$ cat src/rtl/pwm_duty_ramp.sv
// pwm_duty_ramp: period/duty setpoint controller feeding a pwm block.
// A one-deep shadow takes new {max, duty, step} settings over a valid/ready
// handshake. The period is changed only at a period boundary (tick), and the
// duty slews toward its target by one step per period.
module pwm_duty_ramp #(
  parameter int NB       = 32,
  parameter int INIT_MAX = 10
) (
  input  logic          clk,
  input  logic          i_reset,
  input  logic          i_enable,
  input  logic          i_cfg_valid,
  output logic          o_cfg_ready,
  input  logic [NB-1:0] i_cfg_max,
  input  logic [NB-1:0] i_cfg_duty,
  input  logic [NB-1:0] i_cfg_step,
  output logic [NB-1:0] o_max_counter,
  output logic [NB-1:0] o_max_duty,
  output logic          o_tick,
  output logic          o_busy,
  output logic          o_done
);

  typedef enum logic [1:0] {
    ST_IDLE,
    ST_HOLD,
    ST_RAMP_UP,
    ST_RAMP_DOWN
  } state_t;

  state_t        r_state;
  state_t        w_state_nxt;
  logic          r_pending;
  logic [NB-1:0] r_sh_max;
  logic [NB-1:0] r_sh_duty;
  logic [NB-1:0] r_sh_step;
  logic [NB-1:0] r_cnt;
  logic [NB-1:0] r_max;
  logic [NB-1:0] r_duty;
  logic [NB-1:0] r_target;
  logic [NB-1:0] r_step;
  logic          r_done;

  logic          w_tick;
  logic          w_accept;
  logic          w_idle_apply;
  logic          w_apply;
  logic          w_ramp;
  logic          w_update;
  logic [NB-1:0] w_sh_target;
  logic [NB-1:0] w_max_nxt;
  logic [NB-1:0] w_duty_nxt;
  logic [NB-1:0] w_target_nxt;
  logic [NB-1:0] w_step_nxt;
  logic [NB:0]   w_diff;

  // Period boundary: last count of the period, or every cycle for tiny periods.
  assign w_tick       = i_enable && ((r_max <= NB'(1)) || (r_cnt >= r_max - NB'(1)));
  assign w_accept     = i_cfg_valid && !r_pending;
  // A pending config with the block disabled applies on the next edge as a jump.
  assign w_idle_apply = r_pending && !i_enable && (r_state == ST_IDLE);
  assign w_apply      = r_pending && (w_tick || w_idle_apply);
  // The ramp step never runs on an apply tick; pending holds it off.
  assign w_ramp       = w_tick && !r_pending;
  assign w_update     = w_apply || w_ramp;
  assign w_sh_target  = (r_sh_duty > r_sh_max) ? r_sh_max : r_sh_duty;

  // Next period/target/step/duty for the apply and ramp paths.
  always_comb begin
    // NOTE: every output of this block gets a default first so no latch is inferred.
    w_max_nxt    = r_max;
    w_duty_nxt   = r_duty;
    w_target_nxt = r_target;
    w_step_nxt   = r_step;
    w_diff       = '0;
    if (w_apply) begin
      w_max_nxt    = r_sh_max;
      w_target_nxt = w_sh_target;
      w_step_nxt   = r_sh_step;
      if (w_idle_apply)
        w_duty_nxt = w_sh_target;
      else if (r_duty > r_sh_max)
        w_duty_nxt = r_sh_max;
    end else if (w_ramp) begin
      // Distance is taken in NB+1 bits so the step test never wraps or overshoots.
      case (r_state)
        ST_RAMP_UP: begin
          w_diff = {1'b0, r_target} - {1'b0, r_duty};
          if ((r_step == '0) || (w_diff <= {1'b0, r_step}))
            w_duty_nxt = r_target;
          else
            w_duty_nxt = r_duty + r_step;
        end
        ST_RAMP_DOWN: begin
          w_diff = {1'b0, r_duty} - {1'b0, r_target};
          if ((r_step == '0) || (w_diff <= {1'b0, r_step}))
            w_duty_nxt = r_target;
          else
            w_duty_nxt = r_duty - r_step;
        end
        default: ;
      endcase
    end
  end

  // Next state follows the post-update duty/target relation, so busy drops with done.
  always_comb begin
    w_state_nxt = r_state;
    if (!i_enable)
      w_state_nxt = ST_IDLE;
    else if (w_duty_nxt < w_target_nxt)
      w_state_nxt = ST_RAMP_UP;
    else if (w_duty_nxt > w_target_nxt)
      w_state_nxt = ST_RAMP_DOWN;
    else
      w_state_nxt = ST_HOLD;
  end

  // State register.
  always_ff @(posedge clk or negedge i_reset) begin
    // NOTE: sequential state uses non-blocking assignments only.
    if (!i_reset) r_state <= ST_IDLE;
    else          r_state <= w_state_nxt;
  end

  // Shadow register and pending flag; reset discards any queued config.
  always_ff @(posedge clk or negedge i_reset) begin
    if (!i_reset) begin
      r_pending <= 1'b0;
      r_sh_max  <= '0;
      r_sh_duty <= '0;
      r_sh_step <= '0;
    end else if (w_accept) begin
      r_pending <= 1'b1;
      r_sh_max  <= i_cfg_max;
      r_sh_duty <= i_cfg_duty;
      r_sh_step <= i_cfg_step;
    end else if (w_apply) begin
      r_pending <= 1'b0;
    end
  end

  // Period counter: runs while enabled, wraps at the tick, parks at 0 when disabled.
  always_ff @(posedge clk or negedge i_reset) begin
    if (!i_reset)                r_cnt <= '0;
    else if (!i_enable || w_tick) r_cnt <= '0;
    else                         r_cnt <= r_cnt + NB'(1);
  end

  // Setpoint registers and done strobe; done only when duty moves onto the target.
  always_ff @(posedge clk or negedge i_reset) begin
    if (!i_reset) begin
      r_max    <= NB'(INIT_MAX);
      r_duty   <= '0;
      r_target <= '0;
      r_step   <= '0;
      r_done   <= 1'b0;
    end else begin
      r_max    <= w_max_nxt;
      r_duty   <= w_duty_nxt;
      r_target <= w_target_nxt;
      r_step   <= w_step_nxt;
      r_done   <= w_update && (w_duty_nxt == w_target_nxt) && (w_duty_nxt != r_duty);
    end
  end

  assign o_cfg_ready   = !r_pending;
  assign o_max_counter = r_max;
  assign o_max_duty    = r_duty;
  assign o_tick        = w_tick;
  assign o_busy        = r_pending || (r_state == ST_RAMP_UP) || (r_state == ST_RAMP_DOWN);
  assign o_done        = r_done;

endmodule

$ cat config.mk
export PLATFORM = sky130hd
export DESIGN_NAME = pwm_duty_ramp
export DESIGN_NICKNAME = d
export VERILOG_FILES = /design/src/rtl/pwm_duty_ramp.sv
export SDC_FILE = /design/constraint.sdc
export NUM_CORES = 1
export LEC_CHECK = 0
export ABC_AREA = 1
export ABC_CLOCK_PERIOD_IN_PS = 6900
export CORE_MARGIN = 3
export CORE_UTILIZATION = 36
export DETAILED_ROUTE_END_ITERATION = 8
export PLACE_DENSITY_LB_ADDON = 0.08
export SLEW_MARGIN = 20
export SYNTH_ARGS = -nofsm -noshare
export SYNTH_HDL_FRONTEND = slang
export SYNTH_SLANG_ARGS = --single-unit
$ cat constraint.sdc
create_clock -name clk -period 6.9 [get_ports clk]
set_clock_uncertainty 0.15 [all_clocks]
set_input_delay 0.69 -clock clk [delete_from_list [all_inputs] [get_ports clk]]
set_output_delay 0.69 -clock clk [all_outputs]
set_load 0.05 [all_outputs]
==> flow_summary.toml <==
[outcome]
outcome = "complete, no violations"

[synthesis]
synth_most_common_cell = "nand2_1"
netlist_area_um2 = 25990
synth-xor-area-share_pct = 4.718
synth-seq-cells = 260
ys_seq_area_share_pct = 25.04
synth_fa_ha_area_share_pct = 15.71
synth_top_area_share_pct = 24.84
syn_nets = 4276
async_flop_share_pct = 100.0
synth_top_family_by_area = "simple AND/OR/NAND/NOR gates"
synth_simple_gate_area_share_pct = 29.10
synth_cells = 3852
synth_compound_area_share_pct = 15.16
synth.distinct_cells = 60
synth_area_leaders = "dfrtp_1, ha_1, nand2_1, inv_1, a21oi_1"
synthMuxAreaShare_pct = 0.3033
yosys.area.top_type = "dfrtp_1"
synth_commonest_cells = "nand2_1, inv_1, a21oi_1"
synth_area_per_cell_um2 = 6.747
synthFlopType = "dfrtp_1"
yosysWarningCount = 0
synth_edf_count = 0

[setup_path]
rrSetupSlack_ns = 0.38
cp_data_required_time_ns = 7.21
path_class = "register to register"
crit_start = "r_target[2]"
arrival_ns = 6.82
slowest_delay_ns = 0.50
worstPathMaxFanout = 15
crit_top_cell = "nand2_1"
reg2reg_to = "r_state[1]"
reg2reg_from = "r_target[2]"
reg2regPathDepth = 32
endpoint_kind = "register"
start_kind = "register"
worst_path_max_delay_cell = "ha_1"

[clocking]
cts-root-buf = "clkbuf_16"
clkTransAtPathRegs_ns = 0.06
clock_path_buffers = 3
numCtsBuffers = 35
htree_levels = 2
clock_latency_ns = 0.58
cts_tree = "done"
clock_sinks = 260

[min_path]
hp-class = "register to register"
whs_path_depth = 1
worstHoldStart = "r_cnt[0]"
min_to = "r_cnt[0]"

[die]
coreArea_um2 = 70760
start_util_pct = 36.73
rows = 97
die_y_um = 274.7
die_area_um2 = 75460
die_w_um = 274.7
num_io_pins = 168

[routing]
wirelength_um = 108000
route.detailed.drc = 0
drt-initial-drc-count = 2219
routedWlPerCell_um = 21.41
first_pass_iters = 6
antenna_left = 0
num_vias = 26473
avgViaCountPerCell = 5.249

[grt]
first_global_vias = 24853
gr-usage-met1_pct = 38.77
grt_max_degree = 120
grtUsageMet2_pct = 45.79
grt_pass1_wl_um = 157700
grtUsageTotal_pct = 27.92
overflow = 0
grtUsageMet3_pct = 3.288
grt_busiest_layer = "met2"
antenna_found_initial = 8

[place]
portBuffers = 167
dp.final_hpwl_um = 88510
place.gp.congestion = 0.9733

[finish]
area_delta_synth_final_pct = 19.14
final.fill_count = 7648
final_nets = 4499
finish.utilization_pct = 43.76
drive_gt1_share_pct = 8.514

[timing]
slew_headroom_pct = 36.09
final-hold-violation-count = 0
max_freq_mhz = 153.4
timing.final.crit_share_pct = 94.46
slew_viol_final = 0
worst_pin_slew_ns = 0.9587
period_needed_ns = 6.518
finalSetupViolations = 0

[run]
maxCapViolations = 0
[metal layers]
metal	part of all wire [%]	vias to the layer above
li1	-	13064
met1	45	12404
met2	45	852
met3	6.4	149
met4	2.9	4
met5	0.012	-
[through the flow]
step                      instances  setup TNS, ns  hold WS (ns)  area, um^2  worst slack (ns)
after floorplan                3852              0        0.2444       25990            0.8509
after detailed placement       4951              0        0.3398       29240            0.1765
after CTS                      5013              0        0.3533       30450            0.1245
after global routing           5039        -0.3294        0.3700       30960          -0.09922
final                          5043              0        0.3508       30970            0.3824
after global placement         4951              0        0.3371       29240            0.3824
[kinds of logic (layout without fill, tap and decap cells)]
group           after synthesis  after routing
xor+xnor                    140            140
buf+inv                     640            887
compound gates              718            718
simple gates               1763           1763
other cells                   0              4
flops                       260            260
fa+ha+maj                   324            324
mux                           7              7
[critical path, delay by kind of cell (launching register included)]
family	cells	cell delay [ns]
buf+inv	7	1.00
xor+xnor	1	0.17
simple gates	13	1.89
fa+ha+maj	3	1.11
compound gates	8	1.65
flops	1	0.44
[sequential cells by signal, summed over array words and instances (netlist names)]
register / count
o_done: 1
o_max_counter: 32
o_max_duty: 32
r_cnt: 32
r_pending: 1
r_sh_duty: 32
r_sh_max: 32
r_sh_step: 32
r_state: 2
r_step: 32
r_target: 32
[area by class of cell]
cell class	count	area (um^2)	area share (%)
Sequential cell	260	6510	21.02
Timing Repair Buffer	330	3082	9.952
Clock inverter	16	230.2	0.7435
Antenna cell	4	10.01	0.03232
Multi-Input combinational cell	2952	17120	55.28
Inverter	496	1877	6.061
Clock buffer	45	963.4	3.111
Tap cell	940	1176	3.798
[placed cells by master (no fill, tap or decap), types with 43 or more instances in the layout]
master | synthesis | final
buf_4 | 20 | 147
nand3_1 | 277 | 275
nand2_1 | 959 | 949
a21oi_1 | 342 | 340
nor3_1 | 50 | 46
inv_1 | 479 | 474
xor2_1 | 110 | 110
dfrtp_1 | 258 | 257
o21ai_0 | 246 | 241
nor2_1 | 333 | 325
ha_1 | 320 | 318
clkdlybuf4s50_1 | 0 | 166
nand4_1 | 43 | 43
[timing repair]
item | in CTS | in global routing
setup endpoints to repair | 0 | 4
buffers inserted | 0 | 22
hold buffers | 1 | 0
hold endpoints to repair | 70 | 0
gates resized for setup | 0 | 63
[worst max path at each step]
stage               slack, ns  cells past startpoint          to
floorplan                0.85                     40  r_state[0]
global placement         0.38                     40  r_state[0]
detailed placement       0.18                     38      o_done
CTS                      0.12                     38      o_done
global route             -0.1                     40  r_state[1]
finish                   0.38                     32  r_state[1]
Power is not shown: default switching activity piles up to over one toggle a cycle in this logic, so the estimate is an artifact.
